--- src/rtl/seg_pkg.sv ---
// Shared constants for the seven-segment scan path.
// Glyphs are active low, bit order {g,f,e,d,c,b,a}.
package seg_pkg;

    localparam int MAX_DIGITS = 8;

    localparam logic [6:0] SEG_OFF = 7'h7F;

    localparam logic [6:0] GLYPHS [16] = '{
        7'h40, 7'h79, 7'h24, 7'h30,
        7'h19, 7'h12, 7'h02, 7'h78,
        7'h00, 7'h10, 7'h08, 7'h03,
        7'h46, 7'h21, 7'h06, 7'h0E
    };

    function automatic logic [MAX_DIGITS-1:0] an_off();
        return '1;
    endfunction

    function automatic logic [MAX_DIGITS-1:0] an_on(
        input logic [2:0] sel
    );
        logic [MAX_DIGITS-1:0] a;
        a      = an_off();
        a[sel] = 1'b0;
        return a;
    endfunction

endpackage

--- src/rtl/seg_decode.sv ---
// Hex nibble to active-low seven-segment glyph.
// Purely combinational table lookup.
module seg_decode
    import seg_pkg::*;
(
    input  logic [3:0] value,
    output logic [6:0] seg
);

    assign seg = GLYPHS[value];

endmodule

--- src/rtl/seg_scan_mux.sv ---
// N-digit seven-segment scan multiplexer with guard time,
// frame-coherent latching, leading-zero blanking and blink.
module seg_scan_mux
    import seg_pkg::*;
#(
    parameter int N_DIGITS     = 4,
    parameter int SCAN_DIV     = 100000,
    parameter int GUARD_CYCLES = 2000,
    parameter int BLINK_DIV    = 125
) (
    input  logic                  clk,
    input  logic                  reset,
    input  logic [4*N_DIGITS-1:0] digits_in,
    input  logic [N_DIGITS-1:0]   dp_in,
    input  logic [N_DIGITS-1:0]   digit_en,
    input  logic [N_DIGITS-1:0]   blink_mask,
    input  logic                  blank_lz,
    output logic [6:0]            seg,
    output logic                  dp,
    output logic [N_DIGITS-1:0]   an
);

    localparam int SW = (SCAN_DIV > 1) ? $clog2(SCAN_DIV) : 1;
    localparam int IW = (N_DIGITS > 1) ? $clog2(N_DIGITS) : 1;
    localparam int FW = (BLINK_DIV > 1) ? $clog2(BLINK_DIV) : 1;

    localparam logic [SW-1:0] SLOT_LAST  = SW'(SCAN_DIV - 1);
    localparam logic [SW-1:0] GUARD      = SW'(GUARD_CYCLES);
    localparam logic [IW-1:0] IDX_LAST   = IW'(N_DIGITS - 1);
    localparam logic [FW-1:0] BLINK_LAST = FW'(BLINK_DIV - 1);

    logic [SW-1:0] slot_cnt;
    logic [IW-1:0] idx;
    logic [FW-1:0] frame_cnt;
    logic          blink_phase;

    logic [4*N_DIGITS-1:0] f_digits;
    logic [N_DIGITS-1:0]   f_dp;
    logic [N_DIGITS-1:0]   f_en;
    logic [N_DIGITS-1:0]   f_blink;
    logic                  f_blz;

    logic slot_last;
    logic latch;
    logic frame_end;

    assign slot_last = (slot_cnt == SLOT_LAST);
    assign latch     = (idx == IDX_LAST) && (slot_cnt == '0);
    assign frame_end = (idx == '0) && slot_last;

    // On the latch cycle, look through to the inputs so a zero
    // guard time still shows the new frame from its first cycle.
    logic [4*N_DIGITS-1:0] cur_digits;
    logic [N_DIGITS-1:0]   cur_dp;
    logic [N_DIGITS-1:0]   cur_en;
    logic [N_DIGITS-1:0]   cur_blink;
    logic                  cur_blz;

    assign cur_digits = latch ? digits_in  : f_digits;
    assign cur_dp     = latch ? dp_in      : f_dp;
    assign cur_en     = latch ? digit_en   : f_en;
    assign cur_blink  = latch ? blink_mask : f_blink;
    assign cur_blz    = latch ? blank_lz   : f_blz;

    logic [N_DIGITS-1:0] lz_blank;
    logic                lz_run;

    always_comb begin
        lz_run   = 1'b1;
        lz_blank = '0;
        for (int i = N_DIGITS - 1; i >= 0; i--) begin
            lz_run = lz_run & (cur_digits[4*i +: 4] == 4'd0);
            if (i > 0) lz_blank[i] = cur_blz & lz_run;
        end
    end

    logic [3:0]            cur_digit;
    logic [6:0]            glyph;
    logic                  visible;
    logic [MAX_DIGITS-1:0] an_sel;

    assign cur_digit = cur_digits[4*idx +: 4];
    assign an_sel    = an_on(3'(idx));

    assign visible = (slot_cnt >= GUARD)
                  && cur_en[idx]
                  && !lz_blank[idx]
                  && !(cur_blink[idx] && blink_phase);

    seg_decode u_decode (
        .value (cur_digit),
        .seg   (glyph)
    );

    always_ff @(posedge clk) begin
        if (reset) begin
            slot_cnt    <= '0;
            idx         <= IDX_LAST;
            frame_cnt   <= '0;
            blink_phase <= 1'b0;
            f_digits    <= '0;
            f_dp        <= '0;
            f_en        <= '0;
            f_blink     <= '0;
            f_blz       <= 1'b0;
            an          <= '1;
            seg         <= SEG_OFF;
            dp          <= 1'b1;
        end else begin
            if (slot_last) begin
                slot_cnt <= '0;
                idx <= (idx == '0) ? IDX_LAST : idx - 1'b1;
            end else begin
                slot_cnt <= slot_cnt + 1'b1;
            end

            if (latch) begin
                f_digits <= digits_in;
                f_dp     <= dp_in;
                f_en     <= digit_en;
                f_blink  <= blink_mask;
                f_blz    <= blank_lz;
            end

            if (frame_end) begin
                if (frame_cnt == BLINK_LAST) begin
                    frame_cnt   <= '0;
                    blink_phase <= ~blink_phase;
                end else begin
                    frame_cnt <= frame_cnt + 1'b1;
                end
            end

            if (visible) begin
                an  <= an_sel[N_DIGITS-1:0];
                seg <= glyph;
                dp  <= ~cur_dp[idx];
            end else begin
                an  <= '1;
                seg <= SEG_OFF;
                dp  <= 1'b1;
            end
        end
    end

endmodule

--- config.mk ---
export PLATFORM = sky130hd
export DESIGN_NAME = seg_scan_mux
export DESIGN_NICKNAME = d
export VERILOG_FILES = /design/src/rtl/seg_pkg.sv /design/src/rtl/seg_decode.sv /design/src/rtl/seg_scan_mux.sv
export SDC_FILE = /design/constraint.sdc
export NUM_CORES = 1
export LEC_CHECK = 0
export ABC_AREA = 0
export BUFFER_PORTS_ARGS = -buffer_cell sky130_fd_sc_hd__clkbuf_2
export CORE_AREA = 8 8 86 88
export CTS_CLUSTER_DIAMETER = 80
export DETAILED_ROUTE_END_ITERATION = 7
export DIE_AREA = 0 0 94 96
export HOLD_SLACK_MARGIN = 0.02
export PLACE_DENSITY_LB_ADDON = 0.15
export SETUP_SLACK_MARGIN = 0.4
export SLEW_MARGIN = 30
export SYNTH_ARGS = -nofsm -noshare
export SYNTH_HDL_FRONTEND = slang
export SYNTH_SLANG_ARGS = --single-unit
--- constraint.sdc ---
create_clock -name clk -period 3.42 [get_ports clk]
set_input_delay 0.171 -clock clk [delete_from_list [all_inputs] [get_ports clk]]
set_output_delay 0.171 -clock clk [all_outputs]
set_load 0.05 [all_outputs]
==> results.sh <==
export IMPL_grt_max_degree=39
export IMPL_path_clk_slew_ps=80
export IMPL_synth_top_family_by_area="simple AND/OR/NAND/NOR gates"
export IMPL_antenna_found_initial=0
export IMPL_cp_max_fo=7
export IMPL_layout_common_cells="dfxtp_1 (68), nor2_1 (45), nand2_1 (43)"
export IMPL_p_seq_frac=0.435
export IMPL_ys_ff_latch=68
export IMPL_worst_r2r_path_depth=9
export IMPL_worst_ir_drop_vdd_v=0.000421
export IMPL_start_util=0.536
export IMPL_setup_viol=0
export IMPL_final_util=0.645
export IMPL_drc=0
export IMPL_r2r_slack_ps=450
export IMPL_dieWidth_um=94
export IMPL_required_ps=3660
export IMPL_overflow=0
export IMPL_syn_area_per_cell_um2=8.62
export IMPL_worstMarginPinSlew_ps=767
export IMPL_holdPathEnd="f_digits[2]$_SDFF_PP0_"
export IMPL_vias=2852
export IMPL_synthToLayoutAreaGrowth_pct=20.3
export IMPL_endpoint_kind="register"
export IMPL_crit_family="simple AND/OR/NAND/NOR gates"
export IMPL_clock_power_share=0.400
export IMPL_clock_sinks=68
export IMPL_finClkSkew_ps=8.60
export IMPL_p_int_uw=1440
export IMPL_fin_tns_setup_ps=0
export IMPL_comb_power_share=0.165
export IMPL_maxSlewHeadroom=0.489
export IMPL_finalCriticalPeriod_ps=2970
export IMPL_r2r_end="seg[3]$_SDFF_PP1_"
export IMPL_floorplan_core_area_um2=6100
export IMPL_crit_slowest_cell="or4_4"
export IMPL_syn_nets=424
export IMPL_maxCapViolCount=0
export IMPL_leakage_uw=0.00158
export IMPL_drt_first_pass_iters=5
export IMPL_period_share=0.869
export IMPL_ios=43
export IMPL_synth_xor_area_share=0.0483
export IMPL_critPathKind="reg -> reg"
export IMPL_p_switching_uw=500
export IMPL_syn_area_um2=3270
export IMPL_min_from="digits_in[2]"
export IMPL_yosysWarnings=0
export IMPL_grt_pass1_vias=2847
export IMPL_antenna_cells=0
export IMPL_synth_compound_area_frac=0.124
export IMPL_r2r_start="slot_cnt[13]$_SDFF_PP0_"
export IMPL_cts_tree="done"
export IMPL_synthSimpleGateAreaFrac=0.245
export IMPL_drt_iter0_markers=117
export IMPL_outcome="complete, no violations"
export IMPL_yosysTopAreaCell="dfxtp_1"
export IMPL_antenna_left=0
export IMPL_clock_latency_ps=350
export IMPL_synth_area_leaders="dfxtp_1 (42%), ha_1 (5.4%), nor2_1 (5.2%), nand2_1 (5.1%), mux2i_1 (4.6%)"
export IMPL_dp_hpwl_um=5510
export IMPL_final_common_cell="dfxtp_1"
export IMPL_gp_congestion=0.911
export IMPL_port_buffers=42
export IMPL_nets=478
export IMPL_cts_root_buf="clkbuf_8"
export IMPL_max_stage_delay_ps=590
export IMPL_synthMuxAreaShare=0.0701
export IMPL_worst_setup_path_start_kind="register"
export IMPL_path_buf_inv=0
export IMPL_post_drt_wl_per_cell_um=14.9
export IMPL_holdCritPathClass="in -> reg"
export IMPL_fill_cells=533
export IMPL_slew_viol_final=0
export IMPL_min_path_cells=3
export IMPL_worst_slack_ps=448
export IMPL_viasPerCell=5.54
export IMPL_cts_buffer_depth=2
export IMPL_critPathMostFrequentCell="or4_4"
export IMPL_grt_first_pass_wirelength_um=13000
export IMPL_cts_inserted_buffers=9
export IMPL_path_cells="or4_4, or3_4, nor2_4, a211oi_1, or4_4, ha_4, mux2_2, mux2i_1, nand2_1"
export IMPL_dieArea_um2=9020
export IMPL_cts_hold_buffers=0
export IMPL_rows=29
export IMPL_cts_max_level=3
export IMPL_ff_latch_area_um2=1360
export IMPL_fmax_mhz=337
export IMPL_hold_slack_ps=58.1
export IMPL_gr_usage_all_layers=0.179
export IMPL_sw_frac_of_total=0.257
export IMPL_drive_above_1_share=0.235
export IMPL_synth_top_cell_area_share=0.417
export IMPL_rsz0062_at_grt="yes"
export IMPL_power_density_nw_per_um2=495
export IMPL_syn_instance_count=379
export IMPL_synthFlopType="dfxtp_1"
export IMPL_synth_edff_count=0
export IMPL_async_flop_share=0
export IMPL_hold_violations=0
export IMPL_totalWireLength_um=7690
export IMPL_cp_arrival_ps=3210
export IMPL_synthAdderAreaFrac=0.0536
export IMPL_yosysUniqueCellTypes=44
export IMPL_die_height_um=96
export IMPL_seq_area_frac_synth=0.417
export IMPL_multiInputGateArea_um2=1830
export IMPL_dp_slack_ps=217
[worst register-to-register path, delay by kind of cell (launching register included)]
family / cells / cell delay, ps
mux: 2 / 380
fa+ha+maj: 1 / 190
compound gates: 1 / 110
flops: 1 / 330
simple gates: 5 / 1850
[sequential cells by signal (all words and copies together) (netlist names)]
register and flops:
dp 1, f_digits 16, f_blz 1, seg 7
f_dp 4, f_en 4, blink_phase 1, slot_cnt 17
frame_cnt 7, f_blink 4, an 4, idx 2
[worst max path at each step]
stage                                        from           endpoint  slack, ps  depth (start not counted)
final                     slot_cnt[13]$_SDFF_PP0_  seg[3]$_SDFF_PP1_        450                          9
after global routing      slot_cnt[13]$_SDFF_PP0_  seg[3]$_SDFF_PP1_        360                         11
after CTS                     idx[0]$_SDFFE_PP1N_  seg[2]$_SDFF_PP1_        440                         10
after detailed placement  slot_cnt[13]$_SDFF_PP0_  seg[3]$_SDFF_PP1_        220                          9
after global placement    slot_cnt[13]$_SDFF_PP0_  seg[3]$_SDFF_PP1_        290                          9
after floorplan           slot_cnt[13]$_SDFF_PP0_  seg[3]$_SDFF_PP1_        460                         12
[cells in the mapped netlist (2+ instances only)]
| master | instances |
|---|---|
| a211oi_1 | 6 |
| a21boi_0 | 5 |
| a21oi_1 | 25 |
| a311oi_1 | 2 |
| and2_1 | 3 |
| and3_1 | 3 |
| buf_2 | 2 |
| buf_6 | 2 |
| clkbuf_1 | 12 |
| dfxtp_1 | 68 |
| ha_1 | 14 |
| inv_1 | 14 |
| mux2_2 | 3 |
| mux2i_1 | 15 |
| mux4_2 | 2 |
| nand2_1 | 44 |
| nand2b_1 | 2 |
| nand3_1 | 23 |
| nand3b_1 | 3 |
| nand4_1 | 6 |
| nor2_1 | 45 |
| nor2_4 | 2 |
| nor2b_1 | 2 |
| nor3_1 | 8 |
| nor4_1 | 8 |
| nor4b_1 | 2 |
| o211ai_1 | 4 |
| o21ai_0 | 12 |
| o221ai_1 | 4 |
| or2_2 | 3 |
| or3_1 | 5 |
| or4_1 | 2 |
| xnor2_1 | 10 |
| xor2_1 | 8 |
[metrics by stage]
step	cell area, um2	instances	total power (uW)
6_report	3930	515	1940
5_1_grt	3930	515	2030
3_5_place_dp	3570	492	1150
2_1_floorplan	3270	379	1070
4_1_cts	3830	508	1920
3_3_place_gp	3570	492	1140
[cell type report]
class	instances	share of cell area
repair buffers	60	0.0891
flip-flops and latches	68	0.346
inverters	14	0.0134
clock inverters	3	0.0172
clock buffers	13	0.0430
multi-input cells	280	0.466
well taps	77	0.0245
[kinds of logic after synthesis]
kind of cell / after synthesis
AOI/OAI and AO/OA: 64
muxes: 20
buffers and inverters: 31
and+or+nand+nor: 164
xor gates and xnor gates: 18
adders and majority gates: 14
DFF: 68
[power groups by stage]
stage	sequential (uW)	combinational, uW	clock (uW)
6_report	845	321	778
2_1_floorplan	856	209	0
3_3_place_gp	861	280	0
5_1_grt	849	356	827
3_5_place_dp	862	285	0
4_1_cts	844	289	788
[layer usage]
metal | track usage | vias up | share of wire
li1 | - | 1435 | -
met1 | 0.224 | 1314 | 0.47
met2 | 0.278 | 87 | 0.44
met3 | 0.0569 | 16 | 0.065
met4 | 0.0740 | 0 | 0.021
met5 | 0 | - | 0
[what timing repair did]
action | 4_1_cts | 5_1_grt
pin swaps | 0 | 6
resized for setup | 4 | 16
gates cloned | 0 | 1
setup endpoints to repair | 8 | 12
setup buffers | 0 | 6
Power figures use the tool's default switching activity.
